[src/rtl/mem_arbiter_pkg.sv]
// mem_arbiter_pkg: shared types and constants for the memory-port arbiter.
//   arb_state_t : arbiter FSM encoding (IDLE / REQ / RESP)
//   arb_owner_t : which requester owns the in-flight transaction
//   WSTRB_*     : access-width codes carried on d_wstrb / mem_wstrb
package mem_arbiter_pkg;

  typedef enum logic [1:0] {
    IDLE = 2'd0,
    REQ  = 2'd1,
    RESP = 2'd2
  } arb_state_t;

  typedef enum logic {
    OWNER_I = 1'b0,
    OWNER_D = 1'b1
  } arb_owner_t;

  localparam logic [1:0] WSTRB_BYTE = 2'd0;
  localparam logic [1:0] WSTRB_HALF = 2'd1;
  localparam logic [1:0] WSTRB_WORD = 2'd2;

endpackage

[src/rtl/mem_arbiter_arb_priority.sv]
// arb_priority: fixed D-over-I winner select with a starvation guard for I.
// Ports:
//   clock, reset : system clock, async active-high reset
//   arb_en       : arbitration is live this cycle (arbiter idle)
//   i_req, d_req : pending requests
//   pick_i/pick_d: combinational winner (at most one high)
// starve_cnt counts consecutive D wins while I waits; once it reaches
// STARVE_LIMIT the next arbitration with I pending goes to I.
module arb_priority
  import mem_arbiter_pkg::*;
#(
  parameter int unsigned STARVE_LIMIT = 4
) (
  input  logic clock,
  input  logic reset,
  input  logic arb_en,
  input  logic i_req,
  input  logic d_req,
  output logic pick_i,
  output logic pick_d
);

  logic [3:0] starve_cnt;
  logic       i_forced;

  always_comb begin
    i_forced = i_req && (starve_cnt == 4'(STARVE_LIMIT));
    pick_d   = d_req && !i_forced;
    pick_i   = i_req && !pick_d;
  end

  always_ff @(posedge clock or posedge reset) begin
    if (reset) begin
      starve_cnt <= '0;
    end else if (arb_en && (pick_i || pick_d)) begin
      if (pick_d && i_req) begin
        if (starve_cnt != '1) starve_cnt <= starve_cnt + 4'd1;
      end else begin
        starve_cnt <= '0;
      end
    end
  end

endmodule

[src/rtl/mem_arbiter.sv]
// mem_arbiter: shares one external memory port between instruction fetch
// (port I) and load/store (port D). One outstanding transaction at a time;
// D has priority, with a starvation guard for I (see arb_priority).
// Ports:
//   clock, reset                : clock, async active-high reset
//   i_req/i_addr -> i_gnt        : fetch request / 1-cycle accept pulse
//   i_rvalid/i_rdata             : fetch response pulse and held data
//   d_req/d_we/d_addr/d_wdata/d_wstrb -> d_gnt : data request / accept
//   d_rvalid/d_rdata             : load data or store ack (rdata 0 on stores)
//   mem_req + mem_we/addr/wdata/wstrb : latched downstream request
//   mem_gnt, mem_rvalid, mem_rdata    : downstream accept and response
// Optional: define MEM_ARB_PERF_EN to add perf_i_grants, perf_d_grants and
// perf_stall_cycles (32-bit wrapping counters).
module mem_arbiter
  import mem_arbiter_pkg::*;
#(
  parameter int unsigned ADDR_W       = 32,
  parameter int unsigned DATA_W       = 32,
  parameter int unsigned STARVE_LIMIT = 4
) (
  input  logic              clock,
  input  logic              reset,
  input  logic              i_req,
  input  logic [ADDR_W-1:0] i_addr,
  output logic              i_gnt,
  output logic              i_rvalid,
  output logic [DATA_W-1:0] i_rdata,
  input  logic              d_req,
  input  logic              d_we,
  input  logic [ADDR_W-1:0] d_addr,
  input  logic [DATA_W-1:0] d_wdata,
  input  logic [1:0]        d_wstrb,
  output logic              d_gnt,
  output logic              d_rvalid,
  output logic [DATA_W-1:0] d_rdata,
  output logic              mem_req,
  output logic              mem_we,
  output logic [ADDR_W-1:0] mem_addr,
  output logic [DATA_W-1:0] mem_wdata,
  output logic [1:0]        mem_wstrb,
  input  logic              mem_gnt,
  input  logic              mem_rvalid,
  input  logic [DATA_W-1:0] mem_rdata
`ifdef MEM_ARB_PERF_EN
  ,
  output logic [31:0]       perf_i_grants,
  output logic [31:0]       perf_d_grants,
  output logic [31:0]       perf_stall_cycles
`endif
);

  arb_state_t state;
  arb_owner_t owner;
  logic       idle;
  logic       pick_i;
  logic       pick_d;

  assign idle = (state == IDLE);

  arb_priority #(
    .STARVE_LIMIT(STARVE_LIMIT)
  ) u_priority (
    .clock (clock),
    .reset (reset),
    .arb_en(idle),
    .i_req (i_req),
    .d_req (d_req),
    .pick_i(pick_i),
    .pick_d(pick_d)
  );

  // Grants are combinational; held low during reset so every output is 0.
  assign i_gnt   = idle && !reset && pick_i;
  assign d_gnt   = idle && !reset && pick_d;
  assign mem_req = (state == REQ);

  always_ff @(posedge clock or posedge reset) begin
    if (reset) begin
      state     <= IDLE;
      owner     <= OWNER_I;
      mem_we    <= 1'b0;
      mem_addr  <= '0;
      mem_wdata <= '0;
      mem_wstrb <= '0;
      i_rvalid  <= 1'b0;
      i_rdata   <= '0;
      d_rvalid  <= 1'b0;
      d_rdata   <= '0;
    end else begin
      i_rvalid <= 1'b0;
      d_rvalid <= 1'b0;
      case (state)
        IDLE: begin
          if (pick_d) begin
            owner     <= OWNER_D;
            mem_we    <= d_we;
            mem_addr  <= d_addr;
            mem_wdata <= d_wdata;
            mem_wstrb <= d_wstrb;
            state     <= REQ;
          end else if (pick_i) begin
            owner     <= OWNER_I;
            mem_we    <= 1'b0;
            mem_addr  <= i_addr;
            mem_wdata <= '0;
            mem_wstrb <= WSTRB_WORD;
            state     <= REQ;
          end
        end
        REQ: begin
          if (mem_gnt) state <= RESP;
        end
        RESP: begin
          if (mem_rvalid) begin
            state <= IDLE;
            if (owner == OWNER_D) begin
              d_rvalid <= 1'b1;
              d_rdata  <= mem_we ? '0 : mem_rdata;
            end else begin
              i_rvalid <= 1'b1;
              i_rdata  <= mem_rdata;
            end
          end
        end
        default: state <= IDLE;
      endcase
    end
  end

`ifdef MEM_ARB_PERF_EN
  always_ff @(posedge clock or posedge reset) begin
    if (reset) begin
      perf_i_grants     <= '0;
      perf_d_grants     <= '0;
      perf_stall_cycles <= '0;
    end else begin
      if (i_gnt) perf_i_grants <= perf_i_grants + 32'd1;
      if (d_gnt) perf_d_grants <= perf_d_grants + 32'd1;
      if ((i_req || d_req) && !(i_gnt || d_gnt))
        perf_stall_cycles <= perf_stall_cycles + 32'd1;
    end
  end
`endif

endmodule

[config.mk]
export PLATFORM = sky130hd
export DESIGN_NAME = mem_arbiter
export DESIGN_NICKNAME = d
export VERILOG_FILES = /design/src/rtl/mem_arbiter_pkg.sv /design/src/rtl/mem_arbiter_arb_priority.sv /design/src/rtl/mem_arbiter.sv
export SDC_FILE = /design/constraint.sdc
export NUM_CORES = 1
export LEC_CHECK = 0
export ABC_AREA = 1
export CAP_MARGIN = 30
export CORE_ASPECT_RATIO = 1.4
export CORE_MARGIN = 5
export CORE_UTILIZATION = 42
export CTS_CLUSTER_SIZE = 8
export DETAILED_ROUTE_END_ITERATION = 16
export PLACE_DENSITY = 0.87
export SYNTH_ARGS = -nofsm -noshare
export SYNTH_HDL_FRONTEND = slang
export SYNTH_SLANG_ARGS = --single-unit
[constraint.sdc]
create_clock -name clock -period 7.3 [get_ports clock]
set_clock_uncertainty 0.15 [all_clocks]
set_input_delay 1.825 -clock clock [delete_from_list [all_inputs] [get_ports clock]]
set_output_delay 1.825 -clock clock [all_outputs]
set_load 0.01 [all_outputs]
; Word-level counts from Yosys, hierarchy flattened
; Index checks and enable logic that the tools add are counted.
[word_totals]
register_bits = 140
input_bits = 137
wordCells = 63
[classes]
n_addsub = 1
n_eq_ne = 8
mux = 23
bitwise_logic = 1
reduce_logical = 19
[op_table]
columns = cell, n
row1 = $mux 32, 5
row2 = $mux 2, 6
row3 = $mux 1, 9
row4 = $reduce_and 3->1, 3
row5 = $logic_and 1x1->1, 8
row6 = $mux 4, 2
row7 = $pmux 2 s3, 1
row8 = $add 4x1->4 const B, 1
row9 = $eq 4x3->1 const B, 1
row10 = $ne 2x2->1 const B, 2
row11 = $ne 4x4->1 const B, 1
row12 = $reduce_and 2->1, 2
row13 = $logic_not 1->1, 3
row14 = $ne 3x1->1 const B, 1
row15 = $eq 2x1->1 const B, 1
row16 = $eq 2x2->1 const B, 1
row17 = $logic_not 2->1, 1
row18 = $ne 2x1->1 const B, 1
row19 = $reduce_bool 2->1, 1
row20 = $logic_or 1x1->1, 1
row21 = $not 1->1, 1

; Longest topological paths before layout
[logic_depth]
word_depth = 9
depth_mapped = 8
mapped_depth_nobuf = 7

; Cells and area by module
; A second synthesis with hierarchy kept.
[hier_totals]
hier_cells = 806
area_unflattened_um2 = 6227.2
[modules_own_cells]
columns = module, instances, cells_per_inst, area_each_um2, seq_area_each_um2
row1 = mem_arbiter, 1, 766, 5933.2, 3403.3
row2 = arb_priority, 1, 40, 294.0, 100.1

; Worst setup path after synthesis
; Ideal clock, no wire load.
[synth_path]
path_kind = input -> output
startpoint = input d_req
endpoint = output d_gnt
arrival_ns = 2.651
setup_slack_ns = 2.674
path_stages = 7
n_path_buf = 1
path_cell_list = buf_2 > nor2_1 > nor2_4 > inv_4 > nor2_8 > inv_1 > nor2_1
[synth_between]
elab_chain_cells = 2
[synth_rtl]
columns = item, line
row1 = start: declaration, mem_arbiter.sv:28  ; input logic d_req,
row2 = $logic_and 1x1->1, mem_arbiter_arb_priority.sv:28  ; pick_d = d_req && !i_forced;
row3 = $logic_and 1x1->1, mem_arbiter.sv:74  ; assign d_gnt = idle && !reset && pick_d;
row4 = end: declaration, mem_arbiter.sv:33  ; output logic d_gnt,
; Every way passes these cells.

; Worst setup path after layout
; Ends and elaborated chain as after synthesis.

==> reports/qor.yml <==
power_and_ir_drop:
  total_leakage_power_nw: 4.716
  vdd_drop_max_mv: 0.1963
  power_density_mw_per_mm2: 395.1
  comb_power_share: 0.428
  pwr-share-clk: 0.232
  p_int_w: 0.002476
  swShare: 0.3467
  total_power_w: 0.003789
  switching_power_w: 0.001314
  seqPwrFrac: 0.341
worst_setup_path:
  rrSetupSlack_ns: 4.37
  r2r_end: "i_rdata[17]$_DFFE_PP0P_"
  worstSetupEndpointType: "output port"
  crit_type: "in -> out"
  startpoint_type: "input pin"
  cp.arrival_ns: 4.31
  ff2ff_path_depth: 9
  crit_family: "buffers and inverters"
  critPathSlowestCell: "clkdlybuf4s50_1"
  worst_path_most_repeated_cell: "clkdlybuf4s50_1"
  cp-endpoint: "d_gnt"
  crit_chain: "clkdlybuf4s50_1, buf_4, nand2_4, nor2_8, inv_1, nor2_1, clkdlybuf4s50_1"
  crit_cells: 7
  critical_path_buf_inv_count: 4
  worstReg2RegStart: "state[0]$_DFFE_PP0P_"
  critPathLaunch: "d_req"
  max_stage_delay_ns: 0.58
  path_max_fanout: 36
  cp.required_ns: 5.33
drt:
  drt-pass1-iter-count: 6
  drt-initial-drc-count: 332
  route.vias.total: 5806
  postRouteAntennaNets: 0
  vias_per_cell: 4.891
  wirelength_mm: 19.27
  remaining_drc_errors: 0
  wire_per_inst_um: 16.23
flow_run:
  maxCapViolCount: 0
run_status:
  status: "finished, final reports clean"
floorplan:
  io_pins: 273
  dieArea_sq_mm: 0.01707
  die_h_um: 152.6
  num_rows: 52
  start_util: 0.4244
  die_w_um: 111.9
  design.core.area_sq_mm: 0.01438
placed_design:
  place_ws_ns: 0.9856
  gp_congestion: 0.8331
  io_buffers: 272
  dp.final_hpwl_mm: 13.79
  placed_cell_area_sq_mm: 0.008999
yosys:
  avgSynthCellArea_sq_um: 8.382
  yosysSeqAreaShare: 0.5741
  syn-num-nets: 867
  ys_seq_elements: 140
  ys_types: 23
  netlist_area_sq_mm: 0.006102
  yosys_warnings: 0
  syn_inst: 728
timing:
  fmax_ghz: 0.1590
  setup_viol: 0
  finalCritPeriodShare: 0.8615
  tns_ns: 0
  setup_ws_ns: 1.011
  worst_pin_slew_ns: 0.7644
  min_period_ns: 6.289
  relSlewSlack: 0.4904
  finalMaxSlewViolations: 0
  hold_viol_final: 0
  whs_ns: 0.3265
  rsz0062_at_grt: "false"
final_layout:
  stdcell_area_sq_mm: 0.009592
  final_cell_mix: "nand2_1, clkdlybuf4s50_1, dfrtp_1, nand3_1, inv_1"
  layout-drive-gt1-share: 0.04810
  final-seq-area_sq_mm: 0.003503
  final_common_cell: "nand2_1"
  antenna_cells: 0
  area_growth_pct: 57.19
  fillers: 1151
  multi_input_area_sq_mm: 0.002213
  final_nets: 1125
global_routing:
  grt_overflow: 0
  grt_pass1_wl_mm: 31.12
  grt.total_usage: 0.2272
  first_global_vias: 5943
  grt_max_degree: 82
  antenna_found_initial: 0
hold_path:
  holdPathStages: 2
  min_path_type: "reg -> reg"
clock_tree:
  cts_buffers: 17
  htree_levels: 4
  postCtsSetupRepairBufs: 0
  cts_resized: 0
  clock-sinks: 140
  clk_path_buf_depth: 2
  clock_latency_ns: 0.41
  cts_tree: "yes"
  ctsHoldBuffers: 0
  clk_pin_slew_ns: 0.06
  cts-root-buf: "clkbuf_16"
cells by family (layout without fill, tap and decap cells):
logic type / count (synthesis) / in the layout / synth area share
buf+inv: 89 / 359 / 0.06356
fa+ha+maj: 2 / 2 / 0.004100
simple gates: 459 / 459 / 0.3260
compound gates: 37 / 37 / 0.03076
xor+xnor: 1 / 1 / 0.001436
flops: 140 / 140 / 0.5741
synth_stat cells:
master / instances / area (sq um)
nand2_4: 1 / 11.26
nand2_1: 343 / 1287
nor2_8: 1 / 20.02
ha_1: 2 / 25.02
nor2_1: 5 / 18.77
clkbuf_1: 13 / 48.80
nor3_1: 1 / 5.000
nand3_1: 67 / 335.3
nand3b_1: 32 / 240.2
buf_6: 1 / 11.26
o21ai_0: 36 / 180.2
o31ai_1: 1 / 7.510
xor2_1: 1 / 8.760
nor2_4: 1 / 11.26
buf_2: 20 / 100.1
buf_1: 4 / 15.01
inv_4: 1 / 6.260
inv_1: 45 / 168.9
nand3_2: 1 / 10.01
dfrtp_1: 140 / 3503
nand4_1: 6 / 37.54
buf_4: 5 / 37.54
nand4_2: 1 / 12.51
stage by stage:
step | cells | utilization
final | 1187 | 0.6671
after global routing | 1187 | 0.6671
after global placement | 1152 | 0.6190
after CTS | 1187 | 0.6671
after detailed placement | 1156 | 0.6258
after floorplan | 728 | -
tightest hold or removal path, cell delays in order, from the launching register on:
cell and delay (ns):
dfrtp_1 0.34, nand2_1 0.05, nand2_1 0.06
registers in the layout (all words and copies together) (netlist names):
register	cells
mem_addr	32
owner	1
d_rvalid	1
mem_we	1
u_priority.starve_cnt	4
mem_wdata	32
i_rvalid	1
state	2
d_rdata	32
mem_wstrb	2
i_rdata	32
per-layer routing:
metal | routed length [um] | GRT usage | vias up
li1 | - | - | 2793
met5 | 0 | 0 | -
met3 | 1611 | 0.07668 | 40
met1 | 7341 | 0.2652 | 2720
met4 | 590 | 0.08116 | 0
met2 | 9727 | 0.3879 | 253
final cells by class:
cell class,instances,area share
inverter,46,0.01878
clock inverter,13,0.01709
sequential,140,0.3652
clock buffer,18,0.04474
timing repair buffer,282,0.2987
multi-input combinational,499,0.2308
tap,189,0.02465
worst min path at each step:
stage,startpoint,to
after floorplan,u_priority.starve_cnt[3]$_DFFE_PP0P_,u_priority.starve_cnt[3]$_DFFE_PP0P_
after global placement,mem_wdata[9]$_DFFE_PP0P_,mem_wdata[9]$_DFFE_PP0P_
after detailed placement,mem_wdata[15]$_DFFE_PP0P_,mem_wdata[15]$_DFFE_PP0P_
after CTS,i_rdata[4]$_DFFE_PP0P_,i_rdata[4]$_DFFE_PP0P_
after global routing,mem_wdata[1]$_DFFE_PP0P_,mem_wdata[1]$_DFFE_PP0P_
final,mem_wdata[24]$_DFFE_PP0P_,mem_wdata[24]$_DFFE_PP0P_
power by group through the flow:
stage / logic (W) / registers [W] / clock network, W
after floorplan: 0.000549 / 0.00144 / 0
after global placement: 0.00156 / 0.00128 / 0
after detailed placement: 0.00163 / 0.00130 / 0
after CTS: 0.00164 / 0.00129 / 0.000894
after global routing: 0.00176 / 0.00133 / 0.000935
final: 0.00162 / 0.00129 / 0.000877
Note: power is estimated with default switching activity, not from simulation.
